===== src/rtl/pmsm_ctrl_pkg.sv =====
// Shared definitions for the PMSM speed controller.
//   state_t   : controller FSM states (exposed on the top for debug)
//   widths    : speed, error, gain, integrator and multiplier widths
//   sat_u12() : clamps a signed control value to the unsigned 12-bit drive range
package pmsm_ctrl_pkg;

  localparam int SPD_W     = 12;
  localparam int ERR_W     = 13;
  localparam int GAIN_W    = 8;
  localparam int INT_W     = 20;
  localparam int FRAC_BITS = 4;
  localparam int MUL_W     = ERR_W + GAIN_W;     // full signed product width
  localparam int PROD_W    = MUL_W - FRAC_BITS;  // product after the Q4.4 shift

  typedef enum logic [2:0] {
    ST_IDLE,
    ST_SAMPLE,
    ST_ERR,
    ST_MULP,
    ST_MULI,
    ST_SUM,
    ST_WRITE,
    ST_FAULT
  } state_t;

  localparam logic signed [MUL_W-1:0] U_MAX = 21'sd4095;

  function automatic logic [SPD_W-1:0] sat_u12(input logic signed [MUL_W-1:0] v);
    if (v[MUL_W-1]) begin
      return '0;
    end else if (v > U_MAX) begin
      return '1;
    end else begin
      return SPD_W'(v);
    end
  endfunction

endpackage


===== src/rtl/pmsm_mul_q44.sv =====
// Signed error times unsigned Q4.4 gain, scaled back by FRAC_BITS.
// Purely combinational; the controller shares one instance between kp and ki.
//   i_a : signed error (ERR_W)
//   i_b : unsigned Q4.4 gain (GAIN_W)
//   o_y : (i_a * i_b) >>> FRAC_BITS, signed PROD_W
module pmsm_mul_q44
  import pmsm_ctrl_pkg::*;
(
  input  logic signed [ERR_W-1:0]  i_a,
  input  logic        [GAIN_W-1:0] i_b,
  output logic signed [PROD_W-1:0] o_y
);

  logic signed [MUL_W-1:0] w_a_ext;
  logic signed [MUL_W-1:0] w_b_ext;
  logic signed [MUL_W-1:0] w_prod;

  // The true product of a 13-bit signed and a 9-bit non-negative value
  // always fits in MUL_W signed bits, so no overflow handling is needed.
  assign w_a_ext = {{GAIN_W{i_a[ERR_W-1]}}, i_a};
  assign w_b_ext = {{ERR_W{1'b0}}, i_b};
  assign w_prod  = w_a_ext * w_b_ext;
  assign o_y     = PROD_W'(w_prod >>> FRAC_BITS);

endmodule


===== src/rtl/pmsm_speed_ctrl.sv =====
// Closed-loop PI speed controller for the PMSM motor model.
// Each control tick runs SAMPLE -> ERR -> MULP -> MULI -> SUM -> WRITE.
//   i_clk, i_rst       : clock, asynchronous active-high reset
//   i_enable           : run the loop; low idles and clears the loop state
//   i_speed_ref        : target speed (unsigned 12)
//   i_kp, i_ki         : unsigned Q4.4 gains
//   i_fault_clr        : clears the overspeed fault while i_enable is low
//   i_motor_speed      : measured speed from the motor model
//   o_phase_voltage    : drive to the motor model
//   o_update_valid     : single-cycle pulse in the cycle o_phase_voltage shows
//                        a newly written value (no back-pressure; the consumer
//                        must take it in that cycle)
//   o_busy             : loop in progress (not IDLE or FAULT)
//   o_fault            : latched overspeed flag
//   o_ref_eff          : slew-limited reference
//   o_state            : FSM state, for debug
module pmsm_speed_ctrl
  import pmsm_ctrl_pkg::*;
#(
  parameter int CTRL_DIV  = 64,
  parameter int RAMP_STEP = 16,
  parameter int INT_LIM   = 4095,
  parameter int OVERSPEED = 3800
) (
  input  logic              i_clk,
  input  logic              i_rst,
  input  logic              i_enable,
  input  logic [SPD_W-1:0]  i_speed_ref,
  input  logic [GAIN_W-1:0] i_kp,
  input  logic [GAIN_W-1:0] i_ki,
  input  logic              i_fault_clr,
  input  logic [SPD_W-1:0]  i_motor_speed,
  output logic [SPD_W-1:0]  o_phase_voltage,
  output logic              o_update_valid,
  output logic              o_busy,
  output logic              o_fault,
  output logic [SPD_W-1:0]  o_ref_eff,
  output state_t            o_state
);

  localparam int                      DIV_W    = $clog2(CTRL_DIV);
  localparam logic [DIV_W-1:0]        DIV_LAST = DIV_W'(CTRL_DIV - 1);
  localparam logic [SPD_W-1:0]        STEP     = SPD_W'(RAMP_STEP);
  localparam logic [SPD_W-1:0]        OVS      = SPD_W'(OVERSPEED);
  localparam logic signed [MUL_W-1:0] INT_MAX  = MUL_W'(INT_LIM);
  localparam logic signed [MUL_W-1:0] INT_MIN  = -INT_MAX;

  state_t                    r_state;
  state_t                    w_next;
  logic [DIV_W-1:0]          r_div;
  logic [SPD_W-1:0]          r_speed;
  logic [SPD_W-1:0]          r_ref;
  logic signed [ERR_W-1:0]   r_err;
  logic signed [PROD_W-1:0]  r_p;
  logic signed [PROD_W-1:0]  r_inc;
  logic signed [INT_W-1:0]   r_integ;
  logic [SPD_W-1:0]          r_u_sat;
  logic [SPD_W-1:0]          r_pv;
  logic                      r_uv;
  logic                      r_fault;

  logic                      w_tick;
  logic                      w_overspeed;
  logic                      w_abort;
  logic [SPD_W-1:0]          w_ref_next;
  logic [GAIN_W-1:0]         w_gain;
  logic signed [PROD_W-1:0]  w_mul;
  logic signed [MUL_W-1:0]   w_u;
  logic signed [MUL_W-1:0]   w_integ_sum;
  logic signed [MUL_W-1:0]   w_integ_clamped;
  logic                      w_hold;

  assign w_tick      = (r_div == DIV_LAST);
  assign w_overspeed = (i_motor_speed > OVS);
  // Dropping enable abandons any loop in progress, but never leaves FAULT.
  assign w_abort     = !i_enable && (r_state != ST_FAULT);

  always_ff @(posedge i_clk or posedge i_rst) begin
    if (i_rst) begin
      r_div <= '0;
    end else if (!i_enable || w_tick) begin
      r_div <= '0;
    end else begin
      r_div <= r_div + 1'b1;
    end
  end

  always_ff @(posedge i_clk or posedge i_rst) begin
    if (i_rst) begin
      r_state <= ST_IDLE;
    end else begin
      r_state <= w_next;
    end
  end

  always_comb begin
    w_next = r_state;
    if (w_abort) begin
      w_next = ST_IDLE;
    end else begin
      case (r_state)
        ST_IDLE:   if (w_tick) w_next = ST_SAMPLE;
        ST_SAMPLE: w_next = w_overspeed ? ST_FAULT : ST_ERR;
        ST_ERR:    w_next = ST_MULP;
        ST_MULP:   w_next = ST_MULI;
        ST_MULI:   w_next = ST_SUM;
        ST_SUM:    w_next = ST_WRITE;
        ST_WRITE:  w_next = ST_IDLE;
        ST_FAULT:  if (!i_enable && i_fault_clr) w_next = ST_IDLE;
        default:   w_next = ST_IDLE;
      endcase
    end
  end

  // Slew limiter: step toward the target, landing exactly on it.
  always_comb begin
    w_ref_next = i_speed_ref;
    if (i_speed_ref > r_ref) begin
      if ((i_speed_ref - r_ref) > STEP) w_ref_next = r_ref + STEP;
    end else if ((r_ref - i_speed_ref) > STEP) begin
      w_ref_next = r_ref - STEP;
    end
  end

  assign w_gain = (r_state == ST_MULI) ? i_ki : i_kp;

  pmsm_mul_q44 u_mul (
    .i_a (r_err),
    .i_b (w_gain),
    .o_y (w_mul)
  );

  assign w_u         = {{(MUL_W-PROD_W){r_p[PROD_W-1]}}, r_p}
                     + {{(MUL_W-INT_W){r_integ[INT_W-1]}}, r_integ};
  assign w_integ_sum = {{(MUL_W-PROD_W){r_inc[PROD_W-1]}}, r_inc}
                     + {{(MUL_W-INT_W){r_integ[INT_W-1]}}, r_integ};
  assign w_integ_clamped = (w_integ_sum > INT_MAX) ? INT_MAX :
                           (w_integ_sum < INT_MIN) ? INT_MIN : w_integ_sum;
  // Anti-windup: freeze the integrator while the output is saturated and
  // the increment would push it further into saturation.
  assign w_hold = ((!w_u[MUL_W-1] && (w_u > U_MAX)) && !r_inc[PROD_W-1] && (r_inc != '0))
               || (w_u[MUL_W-1] && r_inc[PROD_W-1]);

  always_ff @(posedge i_clk or posedge i_rst) begin
    if (i_rst) begin
      r_speed <= '0;
      r_ref   <= '0;
      r_err   <= '0;
      r_p     <= '0;
      r_inc   <= '0;
      r_integ <= '0;
      r_u_sat <= '0;
      r_pv    <= '0;
      r_uv    <= 1'b0;
      r_fault <= 1'b0;
    end else begin
      r_uv <= 1'b0;
      if (w_abort) begin
        r_pv    <= '0;
        r_integ <= '0;
        r_ref   <= '0;
      end else begin
        case (r_state)
          ST_SAMPLE: begin
            r_speed <= i_motor_speed;
            if (w_overspeed) begin
              r_fault <= 1'b1;
              r_pv    <= '0;
              r_integ <= '0;
              r_ref   <= '0;
            end else begin
              r_ref <= w_ref_next;
            end
          end
          ST_ERR:  r_err <= {1'b0, r_ref} - {1'b0, r_speed};
          ST_MULP: r_p   <= w_mul;
          ST_MULI: r_inc <= w_mul;
          ST_SUM: begin
            r_u_sat <= sat_u12(w_u);
            if (!w_hold) r_integ <= INT_W'(w_integ_clamped);
          end
          ST_WRITE: begin
            r_pv <= r_u_sat;
            r_uv <= 1'b1;
          end
          ST_FAULT: if (!i_enable && i_fault_clr) r_fault <= 1'b0;
          default: ;
        endcase
      end
    end
  end

  assign o_phase_voltage = r_pv;
  assign o_update_valid  = r_uv;
  assign o_busy          = (r_state != ST_IDLE) && (r_state != ST_FAULT);
  assign o_fault         = r_fault;
  assign o_ref_eff       = r_ref;
  assign o_state         = r_state;

endmodule


===== config.mk =====
export PLATFORM = sky130hd
export DESIGN_NAME = pmsm_speed_ctrl
export DESIGN_NICKNAME = d
export VERILOG_FILES = /design/src/rtl/pmsm_ctrl_pkg.sv /design/src/rtl/pmsm_mul_q44.sv /design/src/rtl/pmsm_speed_ctrl.sv
export SDC_FILE = /design/constraint.sdc
export NUM_CORES = 1
export LEC_CHECK = 0
export BUFFER_PORTS_ARGS = -buffer_cell sky130_fd_sc_hd__buf_2
export CAP_MARGIN = 5
export CORE_MARGIN = 2
export CORE_UTILIZATION = 63
export CTS_CLUSTER_DIAMETER = 50
export DETAILED_ROUTE_END_ITERATION = 10
export PLACE_DENSITY = 0.82
export RECOVER_POWER = 25
export SKIP_CTS_REPAIR_TIMING = 1
export SLEW_MARGIN = 40
export SYNTH_ARGS = -nofsm -noshare
export SYNTH_HDL_FRONTEND = slang
export SYNTH_SLANG_ARGS = --single-unit

===== constraint.sdc =====
create_clock -name i_clk -period 6.94 [get_ports i_clk]
set_input_delay 1.388 -clock i_clk [delete_from_list [all_inputs] [get_ports i_clk]]
set_output_delay 1.388 -clock i_clk [all_outputs]
set_load 0.05 [all_outputs]

==> impl_metrics.env <==
export IMPL_outcome="complete, but fails checks"
export IMPL_violations="max-capacitance violations, max-slew violations"
export IMPL_utilization_pct=69.80
export IMPL_htreeDepth=4
export IMPL_placed_cells=1813
export IMPL_syn_area_um2=12820
export IMPL_nFillCells=1522
export IMPL_clockBufferDepth=2
export IMPL_r2r_end="r_inc[16]"
export IMPL_finalCriticalPeriod_ns=6.113
export IMPL_worst_pin_slew_ns=2.478
export IMPL_grt_start_max_net_pins=69
export IMPL_clkLatencyLatePin_ns=0.42
export IMPL_core_um2=20100
export IMPL_cts_tree="yes"
export IMPL_hold_violations=0
export IMPL_r2r_slack_ns=0.83
export IMPL_max_freq_mhz=163.6
export IMPL_multi_input_area_um2=8831
export IMPL_cp_required_ns=7.21
export IMPL_crit_arrival_ns=6.39
export IMPL_r2r_cells=23
export IMPL_skew_ns=0.01403
export IMPL_yosysUniqueCellTypes=78
export IMPL_grt_overflow=0
export IMPL_die_x_um=146.7
export IMPL_synth_seq_cells=126
export IMPL_syn_nets=1751
export IMPL_diodes=0
export IMPL_routedWlPerCell_um=16.35
export IMPL_hpwlAfterDp_mm=23.29
export IMPL_netlist_instances=1505
export IMPL_gp_congestion=0.9177
export IMPL_grt_pass1_wl_mm=50.86
export IMPL_cts_clk_slew_worst_paths_ns=0.06
export IMPL_synth_edf_count=0
export IMPL_drc=0
export IMPL_fin_crit_sh_pct=88.09
export IMPL_finalMaxSlewViolations=60
export IMPL_ioPinCount=74
export IMPL_syn2layout_area_growth_pct=9.457
export IMPL_path_class="register to register"
export IMPL_timing_rr_start="o_state[2]"
export IMPL_drt_first_pass_iters=5
export IMPL_cts_made_buffers=17
export IMPL_routed_wl_mm=30.17
export IMPL_final_cell_mix="nand2_1 (182), inv_1 (177), o21ai_0 (133)"
export IMPL_die_y_um=146.7
export IMPL_drt_iter0_markers=724
export IMPL_grt_pass1_vias=10591
export IMPL_startpoint="o_state[2]"
export IMPL_final_setup_worst_slack_ns=0.8266
export IMPL_synth_ff_type="dfrtp_1"
export IMPL_worstSetupEndpoint="r_inc[16]"
export IMPL_postRouteAntennaNets=0
export IMPL_yosys_warnings=0
export IMPL_final_common_cell="nand2_1"
export IMPL_tns_ns=0
export IMPL_register_area_um2=3153
export IMPL_syn_area_per_cell_um2=8.519
export IMPL_cts_root_buf="clkbuf_16"
export IMPL_drive_gt1_share_pct=10.03
export IMPL_drv_cap=1
export IMPL_via_per_inst=5.905
export IMPL_preCtsSetupSlack_ns=0.4481
export IMPL_start_util_pct=63.77
export IMPL_antenna_found_initial=0
export IMPL_relSlewSlack_pct=-66.11
export IMPL_cp_start_kind="register"
export IMPL_setup_violations=0
export IMPL_rows=52
export IMPL_die_area_um2=21510
export IMPL_io_buffers=73
export IMPL_endpoint_kind="register"
export IMPL_fin_cells=1845
export IMPL_cts_sink_count=126
export IMPL_seq_area_frac_synth_pct=24.59
export IMPL_num_vias=10895
export IMPL_final_nets=1808
export IMPL_hold_path_class="register to register"
export IMPL_cp_max_fo=17
export IMPL_synthArstFlopShare_pct=100.0
export IMPL_track_usage_pct=28.90
export IMPL_rsz0062_at_grt="no"
[area by class of cell]
class	instances	share of cell area, %
Multi-Input combinational cell	1152	62.93
Sequential cell	126	22.47
Inverter	178	4.770
Timing Repair Buffer	87	3.317
Clock buffer	17	3.031
Tap cell	270	2.407
Clock inverter	15	1.079
[sequential cells by signal, summed over array words and instances, names as in the netlist]
name and count:
r_u_sat 12, r_p 17, o_phase_voltage 12, r_inc 17, o_state 3, o_fault 1, o_ref_eff 12, r_div 6
r_integ 20, o_update_valid 1, r_err 13, r_speed 12
[stage by stage]
stage,hold slack [ns],instance area [µm²]
floorplan,0.4331,12820
global placement,0.4478,13430
detailed placement,0.4544,13460
CTS,0.4620,14030
global route,0.5074,14030
finish,0.4612,14030
[worst max-delay path, cell delays in order, from the launching register on]
cell      delay [ns]
dfrtp_1         0.33
buf_4           0.21
inv_1           0.14
nor3_2          0.12
buf_4           0.26
mux2_2          0.35
nand2_1         0.11
fa_1            0.55
inv_1           0.05
fa_1            0.50
inv_1           0.06
fa_1            0.47
fa_1            0.54
inv_1           0.04
ha_1            0.31
o21ai_0         0.10
nand2b_1        0.12
a21o_1          0.20
a31o_2          0.25
a41o_1          0.26
o41ai_1         0.46
o21ai_0         0.21
xnor2_1         0.21
o21ai_0         0.09
[synthesized netlist by cell type, drive strengths merged (26+ instances only)]
library cell	instances	area, µm²
o21ai	148	785.8
nor2	86	322.8
nor2b	66	412.9
fa	86	1722
clkbuf	44	165.2
nand2	183	686.9
xnor2	41	359.1
a21o	26	196.4
dfrtp	126	3153
inv	178	668.1
nand2b	27	168.9
ha	116	1451
a21oi	74	370.4
[cells by family after synthesis]
logic type	synth area share, %
AO/OA/AOI/OAI	19.90
XOR/XNOR	4.440
adder cells (fa/ha/maj)	24.75
buffers and inverters	6.743
flip-flops	24.59
multiplexers	1.630
AND/OR/NAND/NOR	17.95
[how the worst min path moves through the flow]
stage,startpoint,to,slack (ns),cells after the start
3_5_place_dp,r_div[0],r_div[0],0.45,1
6_report,r_div[0],r_div[0],0.46,1
5_1_grt,r_div[0],r_div[0],0.51,1
2_1_floorplan,r_div[0],r_div[0],0.43,1
3_3_place_gp,r_div[0],r_div[0],0.45,1
4_1_cts,r_div[0],r_div[0],0.46,1
[per-layer routing]
metal,wire length (µm),vias up,part of all wire [%],GRT usage (%)
met3,1578,39,5.2,4.000
met4,535,0,1.8,7.670
met2,14250,326,47,47.65
li1,-,5258,-,-
met5,0,-,0,0
met1,13810,5272,46,40.41
Power is left out: the tool's default activity adds up to more than one toggle a clock period on the data nets, which glitch-free logic cannot reach.
